$ cat config.mk
export PLATFORM = sky130hd
export DESIGN_NAME = perf_event_sequencer
export DESIGN_NICKNAME = d
export VERILOG_FILES = /design/src/rtl/perf_event_sequencer.sv
export SDC_FILE = /design/constraint.sdc
export NUM_CORES = 1
export LEC_CHECK = 0
export CAP_MARGIN = 15
export CORE_MARGIN = 10
export CORE_UTILIZATION = 45
export DETAILED_ROUTE_END_ITERATION = 7
export HOLD_SLACK_MARGIN = 0.1
export PLACE_DENSITY = 0.81
export SLEW_MARGIN = 20
export SYNTH_ARGS = -nofsm -noshare
export SYNTH_HDL_FRONTEND = slang
export SYNTH_SLANG_ARGS = --single-unit
$ cat constraint.sdc
create_clock -name clk -period 2.58 [get_ports clk]
set_clock_uncertainty 0.15 [all_clocks]
set_input_delay 0.387 -clock clk [delete_from_list [all_inputs] [get_ports clk]]
set_output_delay 0.387 -clock clk [all_outputs]
set_load 0.05 [all_outputs]
$ cat src/rtl/perf_event_sequencer.sv
// perf_event_sequencer
// Hardware front end for a 4-section Avalon-MM performance counter slave.
// Turns per-section start/stop pulses and a global clear pulse into
// single-cycle writes on the counter control slave. After a stop it can read
// back the section's 64-bit time count and 32-bit event count, and it presents
// them on a valid/ready capture port.
//
// Ports
//   clk, reset_n           system clock, asynchronous active-low reset
//   evt_start / evt_stop   per-section one-cycle start/stop request pulses
//   clr                    one-cycle global clear request pulse
//   pc_address / pc_write / pc_begintransfer / pc_writedata / pc_readdata
//                          counter slave interface (readdata has 1-cycle latency)
//   cap_valid / cap_ready / cap_section / cap_time / cap_events
//                          capture record handshake
//   ovf                    sticky: a request pulse was dropped
//   busy                   sequencer is not idle
module perf_event_sequencer #(
  parameter int unsigned NUM_SECTIONS    = 4,
  parameter bit          AUTO_SEC0       = 1'b1,
  parameter bit          CAPTURE_ON_STOP = 1'b1
) (
  input  logic                    clk,
  input  logic                    reset_n,
  input  logic [NUM_SECTIONS-1:0] evt_start,
  input  logic [NUM_SECTIONS-1:0] evt_stop,
  input  logic                    clr,
  output logic [3:0]              pc_address,
  output logic                    pc_write,
  output logic                    pc_begintransfer,
  output logic [31:0]             pc_writedata,
  input  logic [31:0]             pc_readdata,
  output logic                    cap_valid,
  input  logic                    cap_ready,
  output logic [1:0]              cap_section,
  output logic [63:0]             cap_time,
  output logic [31:0]             cap_events,
  output logic                    ovf,
  output logic                    busy
);

  localparam int unsigned ADDR_W = 4;
  localparam int unsigned DATA_W = 32;
  localparam int unsigned SEC_W  = 2;

  typedef enum logic [2:0] {
    IDLE     = 3'd0,
    WR_SEC0  = 3'd1,
    WR       = 3'd2,
    RD_LO    = 3'd3,
    RD_HI    = 3'd4,
    RD_EV    = 3'd5,
    RD_FIN   = 3'd6,
    CAP_WAIT = 3'd7
  } state_t;

  typedef enum logic [1:0] {
    OP_CLR  = 2'd0,
    OP_STOP = 2'd1,
    OP_GO   = 2'd2
  } op_t;

  state_t state, state_d;
  op_t    op, op_d;
  logic [SEC_W-1:0] sec, sec_d;

  logic [ADDR_W-1:0] addr_d;
  logic [DATA_W-1:0] wdata_d;
  logic              write_d;

  logic [NUM_SECTIONS-1:0] pend_start, pend_start_d;
  logic [NUM_SECTIONS-1:0] pend_stop, pend_stop_d;
  logic                    pend_clr, pend_clr_d;
  logic [NUM_SECTIONS-1:0] running, running_d;
  logic                    ovf_d;

  logic [NUM_SECTIONS-1:0] served_hot, go_mask, stop_mask;
  logic [NUM_SECTIONS-1:0] start_kept, stop_kept;
  logic                    clr_served, clr_kept, drop;

  // Lowest-index set bit of a request vector.
  function automatic logic [SEC_W-1:0] lowest(input logic [NUM_SECTIONS-1:0] v);
    logic [SEC_W-1:0] idx;
    logic             found;
    idx   = '0;
    found = 1'b0;
    for (int unsigned i = 0; i < NUM_SECTIONS; i++) begin
      if (v[i] && !found) begin
        idx   = SEC_W'(i);
        found = 1'b1;
      end
    end
    return idx;
  endfunction

  // State and registered bus/capture-port outputs.
  always_ff @(posedge clk or negedge reset_n) begin
    if (!reset_n) begin
      state            <= IDLE;
      op               <= OP_CLR;
      sec              <= '0;
      pc_address       <= '0;
      pc_write         <= 1'b0;
      pc_begintransfer <= 1'b0;
      pc_writedata     <= '0;
      cap_valid        <= 1'b0;
      busy             <= 1'b0;
    end else begin
      state            <= state_d;
      op               <= op_d;
      sec              <= sec_d;
      pc_address       <= addr_d;
      pc_write         <= write_d;
      pc_begintransfer <= write_d;
      pc_writedata     <= wdata_d;
      cap_valid        <= (state_d == CAP_WAIT);
      busy             <= (state_d != IDLE);
    end
  end

  // Arbitration, sequencing and the bus values for the upcoming cycle.
  always_comb begin
    state_d = state;
    op_d    = op;
    sec_d   = sec;
    addr_d  = pc_address;
    write_d = 1'b0;
    wdata_d = '0;

    case (state)
      IDLE: begin
        // Clear beats stops beats starts, so a stop and start of the same
        // section pending together always close the old interval first.
        if (pend_clr) begin
          state_d = WR;
          op_d    = OP_CLR;
          sec_d   = '0;
        end else if (|pend_stop) begin
          state_d = WR;
          op_d    = OP_STOP;
          sec_d   = lowest(pend_stop);
        end else if (|pend_start) begin
          op_d    = OP_GO;
          sec_d   = lowest(pend_start);
          // Section 0 gates the counter's global enable.
          state_d = (AUTO_SEC0 && (sec_d != '0) && !running[0]) ? WR_SEC0 : WR;
        end
      end
      WR_SEC0:  state_d = WR;
      WR:       state_d = (CAPTURE_ON_STOP && (op == OP_STOP)) ? RD_LO : IDLE;
      RD_LO:    state_d = RD_HI;
      RD_HI:    state_d = RD_EV;
      RD_EV:    state_d = RD_FIN;
      RD_FIN:   state_d = CAP_WAIT;
      CAP_WAIT: if (cap_ready) state_d = IDLE;
      default:  state_d = IDLE;
    endcase

    case (state_d)
      WR_SEC0: begin
        write_d = 1'b1;
        addr_d  = ADDR_W'(1);
      end
      WR: begin
        write_d = 1'b1;
        case (op_d)
          OP_CLR: begin
            addr_d  = '0;
            wdata_d = DATA_W'(1);
          end
          OP_STOP: addr_d = {sec_d, 2'b00};
          default: addr_d = {sec_d, 2'b01};
        endcase
      end
      RD_LO:         addr_d = {sec_d, 2'b00};
      RD_HI:         addr_d = {sec_d, 2'b01};
      RD_EV, RD_FIN: addr_d = {sec_d, 2'b10};
      default: ;
    endcase
  end

  // Request latching, overflow detection and running flags. A served bit is
  // released at the end of its write cycle, so a pulse in that same cycle
  // simply re-arms it instead of counting as a drop.
  always_comb begin
    served_hot = '0;
    for (int unsigned i = 0; i < NUM_SECTIONS; i++) begin
      served_hot[i] = (sec == SEC_W'(i));
    end
    clr_served = (state == WR) && (op == OP_CLR);
    stop_mask  = ((state == WR) && (op == OP_STOP)) ? served_hot : '0;
    go_mask    = ((state == WR) && (op == OP_GO))   ? served_hot : '0;

    start_kept = clr_served ? '0 : (pend_start & ~go_mask);
    stop_kept  = clr_served ? '0 : (pend_stop & ~stop_mask);
    clr_kept   = pend_clr & ~clr_served;

    pend_start_d = start_kept | evt_start;
    pend_stop_d  = stop_kept | evt_stop;
    pend_clr_d   = clr_kept | clr;

    drop  = (|(evt_start & start_kept)) | (|(evt_stop & stop_kept)) | (clr & clr_kept);
    ovf_d = (ovf & ~clr_served) | drop;

    running_d = clr_served ? '0 : ((running | go_mask) & ~stop_mask);
    if (state == WR_SEC0) running_d[0] = 1'b1;
  end

  always_ff @(posedge clk or negedge reset_n) begin
    if (!reset_n) begin
      pend_start <= '0;
      pend_stop  <= '0;
      pend_clr   <= 1'b0;
      running    <= '0;
      ovf        <= 1'b0;
    end else begin
      pend_start <= pend_start_d;
      pend_stop  <= pend_stop_d;
      pend_clr   <= pend_clr_d;
      running    <= running_d;
      ovf        <= ovf_d;
    end
  end

  // Readback capture: readdata lags the driven address by one cycle.
  always_ff @(posedge clk or negedge reset_n) begin
    if (!reset_n) begin
      cap_section <= '0;
      cap_time    <= '0;
      cap_events  <= '0;
    end else begin
      case (state)
        RD_HI: begin
          cap_time[31:0] <= pc_readdata;
          cap_section    <= sec;
        end
        RD_EV:   cap_time[63:32] <= pc_readdata;
        RD_FIN:  cap_events      <= pc_readdata;
        default: ;
      endcase
    end
  end

endmodule

# ---- After elaboration in Yosys (flattened, before gate mapping)
# Cells that the tools add are included.
# W data, S select, Z words.
dict set report word_totals {
  ff_bits 158
  latchBits 0
  mem_bits_rw 0
  romBits 0
  in_bits 44
  out_inout_bits 139
  wordCells 148
  mem_count 0
}
dict set report classes {
  add_sub_neg 0
  n_mul 0
  n_div 0
  n_lt_le_gt_ge 0
  eq_ne 20
  shift 0
  mux 63
  bitwise_logic 18
  n_reduce_logical 30
}
# cell n
set op_table {}
lappend op_table {{$mux W2} 18}
lappend op_table {{$mux W1} 33}
lappend op_table {{$eq A3 B3 Y1 const B} 8}
lappend op_table {{$pmux W3 S8} 1}
lappend op_table {{$and A4 B4 Y4} 5}
lappend op_table {{$mux W4} 5}
lappend op_table {{$pmux W4 S5} 1}
lappend op_table {{$reduce_or A4 Y1} 4}
lappend op_table {{$eq A3 B2 Y1 const B} 4}
lappend op_table {{$mux W3} 4}
lappend op_table {{$or A4 B4 Y4} 3}
lappend op_table {{$logic_and A1 B1 Y1} 10}
lappend op_table {{$not A4 Y4} 2}
lappend op_table {{$pmux W4 S2} 1}
lappend op_table {{$logic_not A1 Y1} 7}
lappend op_table {{$eq A2 B1 Y1 const B} 3}
lappend op_table {{$eq A2 B2 Y1 const B} 3}
lappend op_table {{$eq A3 B1 Y1 const B} 2}
lappend op_table {{$logic_not A2 Y1} 3}
lappend op_table {{$reduce_bool A5 Y1} 1}
lappend op_table {{$or A1 B1 Y1} 4}
lappend op_table {{$reduce_or A2 Y1} 2}
lappend op_table {{$and A1 B1 Y1} 3}
lappend op_table {{$logic_not A3 Y1} 1}
lappend op_table {{other kinds (3)} 3}

# ---- Logic depth before layout (Yosys ltp)
dict set report logic_depth {
  word_depth 36
  mapped_depth 9
  mapped_depth_nobuf 7
}

# ---- Worst setup path after synthesis
# Ideal clock, no wire load.
dict set report synth_timing {
  path_kind {register to register}
  start {register state[2]}
  end {register ovf}
  setup_ps 124
  arrival_ps 1821
  required_time_ps 2306
  slack_ps 485
  path_stages_with_launch 9
  n_path_buf 2
  period_less_slack_ps 2095
  cell_sequence {dfrtp_1 buf_6 nand2b_4 or3_1 buf_2 nor3_4 a21oi_1 a311o_1 a211o_1}
}
dict set report synth_via {
  elab_chain_len 11
  word_cells_on_any_way 23
  classes_between {1 x eq/ne; 4 x mux; 13 x bitwise; 5 x reduce/logical}
}
# item line_no
set synth_lines {}
lappend synth_lines {{from (decl)} 63} ;# state_t state, state_d;
lappend synth_lines {{from (signal assigned)} 109} ;# state <= state_d;
lappend synth_lines {{$eq A3 B2 Y1 (*)} {190, 191, 192}}
lappend synth_lines {{$logic_and A1 B1 Y1 (on tied branches)} {192, 191}}
lappend synth_lines {{$mux W4 (on tied branches)} {192, 191}}
lappend synth_lines {{$not A4 Y4 (on tied branches)} {194, 195}}
lappend synth_lines {{$and A4 B4 Y4 (on tied branches)} {194, 195}}
lappend synth_lines {{$mux W4 (on tied branches)} {194, 195}}
lappend synth_lines {{$and A4 B4 Y4} 202} ;# drop = (|(evt_start & start_kept)) | (|(evt_stop & stop_kept)) | (clr & clr_kept);
lappend synth_lines {{$reduce_or A4 Y1} 202}
lappend synth_lines {{$or A1 B1 Y1 (2 in series)} 202}
lappend synth_lines {{$or A1 B1 Y1 (*)} 203} ;# ovf_d = (ovf & ~clr_served) | drop;
lappend synth_lines {{named net ovf_d} 75} ;# logic ovf_d;
lappend synth_lines {{to (signal assigned)} 221} ;# ovf <= ovf_d;
lappend synth_lines {{to (decl)} 38} ;# output logic ovf,
# The timed path passes the listed nets; every way through them passes the cells marked *.
# A chain may end at the register's enable or synchronous reset.

# ---- Worst setup path after layout
# Same ends and word-level chain as after synthesis.

==> flow_metrics.tcl <==
set metrics [dict create \
    diodes 0 \
    synth.distinct_cells 52 \
    core_area_sq_um 11420 \
    final.setup.tns_ns 0 \
    wire_per_inst_um 19.46 \
    holdPathStages 2 \
    fin_nets 650 \
    clock.fmax_mhz 442.1 \
    cts_tree "done" \
    grt_pass1_vias 4221 \
    cts_root_buf "clkbuf_16" \
    post_route_cells_drive_above_1_share_pct 17.45 \
    seq_area_sq_um 3103 \
    ys.flop_type "dfrtp_1" \
    synth-edff-count 0 \
    yosys_warnings 0 \
    routed_via_density 5.129 \
    setup_violations 0 \
    htree_levels 4 \
    final_antenna_net_count 0 \
    final_max_slew_viol_count 0 \
    rr_worst_depth 6 \
    cts_max_path_buffers 2 \
    clk_pin_slew_ns 0.06 \
    worstPathRequired_ns 2.73 \
    die_height_um 128.0 \
    rsz0062_at_grt "false" \
    route.detailed.drc 0 \
    grt_pass1_wl_um 23060 \
    syn_area_per_cell_sq_um 11.56 \
    cpPeakStageDelay_ns 0.48 \
    row_count 39 \
    grt_usage_pct 18.08 \
    gp_congestion 0.8715 \
    layout_common_cells "clkdlybuf4s50_1 (150), dfrtp_1 (124), nand2_1 (111), mux2_2 (57), conb_1 (31)" \
    hold_buffers 1 \
    relSlewSlack_pct 51.15 \
    io_pins 183 \
    async_flop_share_pct 100.0 \
    cpMaxStageDelayCell "dfrtp_1" \
    crit_chain "nand2b_4 > or3_1 > nor3_4 > a21oi_1 > a311o_1 > a211o_1" \
    r2r_slack_ns 0.32 \
    dr.pass1.iters 4 \
    area_growth_pct 41.33 \
    start_util_pct 45.95 \
    num_vias 3908 \
    tightest_slew_ns 0.7328 \
    timing.final.crit_share_pct 87.66 \
    timing.critical_path.buf_inv 0 \
    cap_violations 0 \
    cp_max_fo 10 \
    cts_setup_buffers 0 \
    final_common_cell "clkdlybuf4s50_1" \
    highest_layer "met4" \
    yosys_register_bits 124 \
    nFillCells 864 \
    grt.overflow.total 0 \
    holdCritPathClass "flip-flop to flip-flop" \
    arrival_ns 2.41 \
    ys_seq_area_share_pct 59.15 \
    critPathTopFamily "simple AND/OR/NAND/NOR gates" \
    crit_cells 6 \
    antenna_found_initial 0 \
    cts_buffers 17 \
    io_buffers 151 \
    cts_resized 0 \
    status "complete, no violations" \
    die_w_um 128.0 \
    period_needed_ns 2.262 \
    wl_um 14830 \
    dieArea_sq_um 16380 \
    dp_hpwl_um 10120 \
    finalHoldViolCount 0 \
    worstSetupStartpointType "flip-flop" \
    clkSinkCount 124 \
    multi_input_area_sq_um 1897 \
    wl_met2_um 6885 \
    wl_met1_um 5652 \
    syn-cell-area_sq_um 5246 \
    wl_met3_um 1884 \
    clk_latency_ns 0.42 \
    worstSetupPathType "flip-flop to flip-flop" \
    end_kind "flip-flop" \
    grt_start_max_net_pins 125 \
    drt_iter0_markers 266 \
    postSynthCellCount 454 \
]
[sequential cells by signal, indices dropped and copies added (netlist names)]
| signal | cells |
|---|---|
| sec | 2 |
| ovf | 1 |
| pc_address | 4 |
| pend_stop | 4 |
| pend_start | 4 |
| cap_valid | 1 |
| pc_writedata | 1 |
| cap_time | 64 |
| busy | 1 |
| pc_begintransfer | 1 |
| running | 1 |
| op | 2 |
| pend_clr | 1 |
| state | 3 |
| cap_events | 32 |
| cap_section | 2 |
[worst paths after layout]
path                         startpoint            to
setup / recovery               state[2]           ovf
hold / removal             cap_time[28]  cap_time[28]
setup reg to reg               state[2]           ovf
hold reg to reg            cap_time[28]  cap_time[28]
max in group asynchronous       reset_n        sec[1]
min in group asynchronous       reset_n  pend_stop[2]
[cells by family (layout without fill, tap and decap cells)]
kind of cell / count (synthesis) / after routing / synth area share [%]
mux: 64 / 64 / 13.74
flops: 124 / 124 / 59.15
other cells: 1 / 31 / 0.07148
compound gates: 47 / 47 / 6.511
buf+inv: 60 / 195 / 6.893
simple gates: 158 / 158 / 13.64
[tightest hold or removal path, cell delays in order (launching register included)]
cell     delay [ns]
dfrtp_1        0.34
nand2_1        0.05
nand2_1        0.06
[layout make-up]
| cell class | instances | share of cell area (%) |
|---|---|---|
| timing repair buffer | 157 | 21.33 |
| tap | 143 | 2.413 |
| clock inverter | 14 | 2.599 |
| sequential | 124 | 41.85 |
| inverter | 6 | 0.3037 |
| multi-input combinational | 300 | 25.58 |
| clock buffer | 18 | 5.923 |
[layer usage]
metal	up-vias	global-route usage [%]
met5	-	0
met4	0	8.411
met3	30	10.38
met2	184	27.96
met1	1924	19.67
li1	1770	-
[synthesized netlist by cell type (all sizes together), types with 2 or more instances]
cell type	number	area, sq um
buf	44	301.5
inv	6	22.52
a2bb2oi	2	23.77
nor2	8	30.03
or2	2	12.52
nand4	2	12.51
nand3b	2	15.01
a21bo	2	20.02
a21o	8	60.06
clkbuf	10	37.54
o21ai	12	60.05
nand2b	6	45.04
a31o	3	26.28
mux2	64	720.7
a21oi	5	25.02
nor4	3	18.77
nor3	7	51.30
nand3	7	35.03
dfrtp	124	3103
nand2	111	416.7
a22o	3	26.28
or3	3	18.77
[metrics by stage]
stage / utilization (%) / hold slack (ns) / instance area [sq um] / cells / setup slack [ns]
after floorplan: - / -0.05859 / 5359 / 484 / 0.4850
after global placement: 59.31 / 0.3063 / 6773 / 729 / 0.3805
after detailed placement: 59.31 / 0.3119 / 6773 / 729 / 0.3195
after CTS: 64.94 / 0.3286 / 7415 / 762 / 0.3519
after global routing: 64.94 / 0.3462 / 7415 / 762 / 0.2503
final: 64.94 / 0.3233 / 7415 / 762 / 0.3183
Power is left out: the tool's default activity adds up to more than one toggle a clock period on the data nets, which glitch-free logic cannot reach.
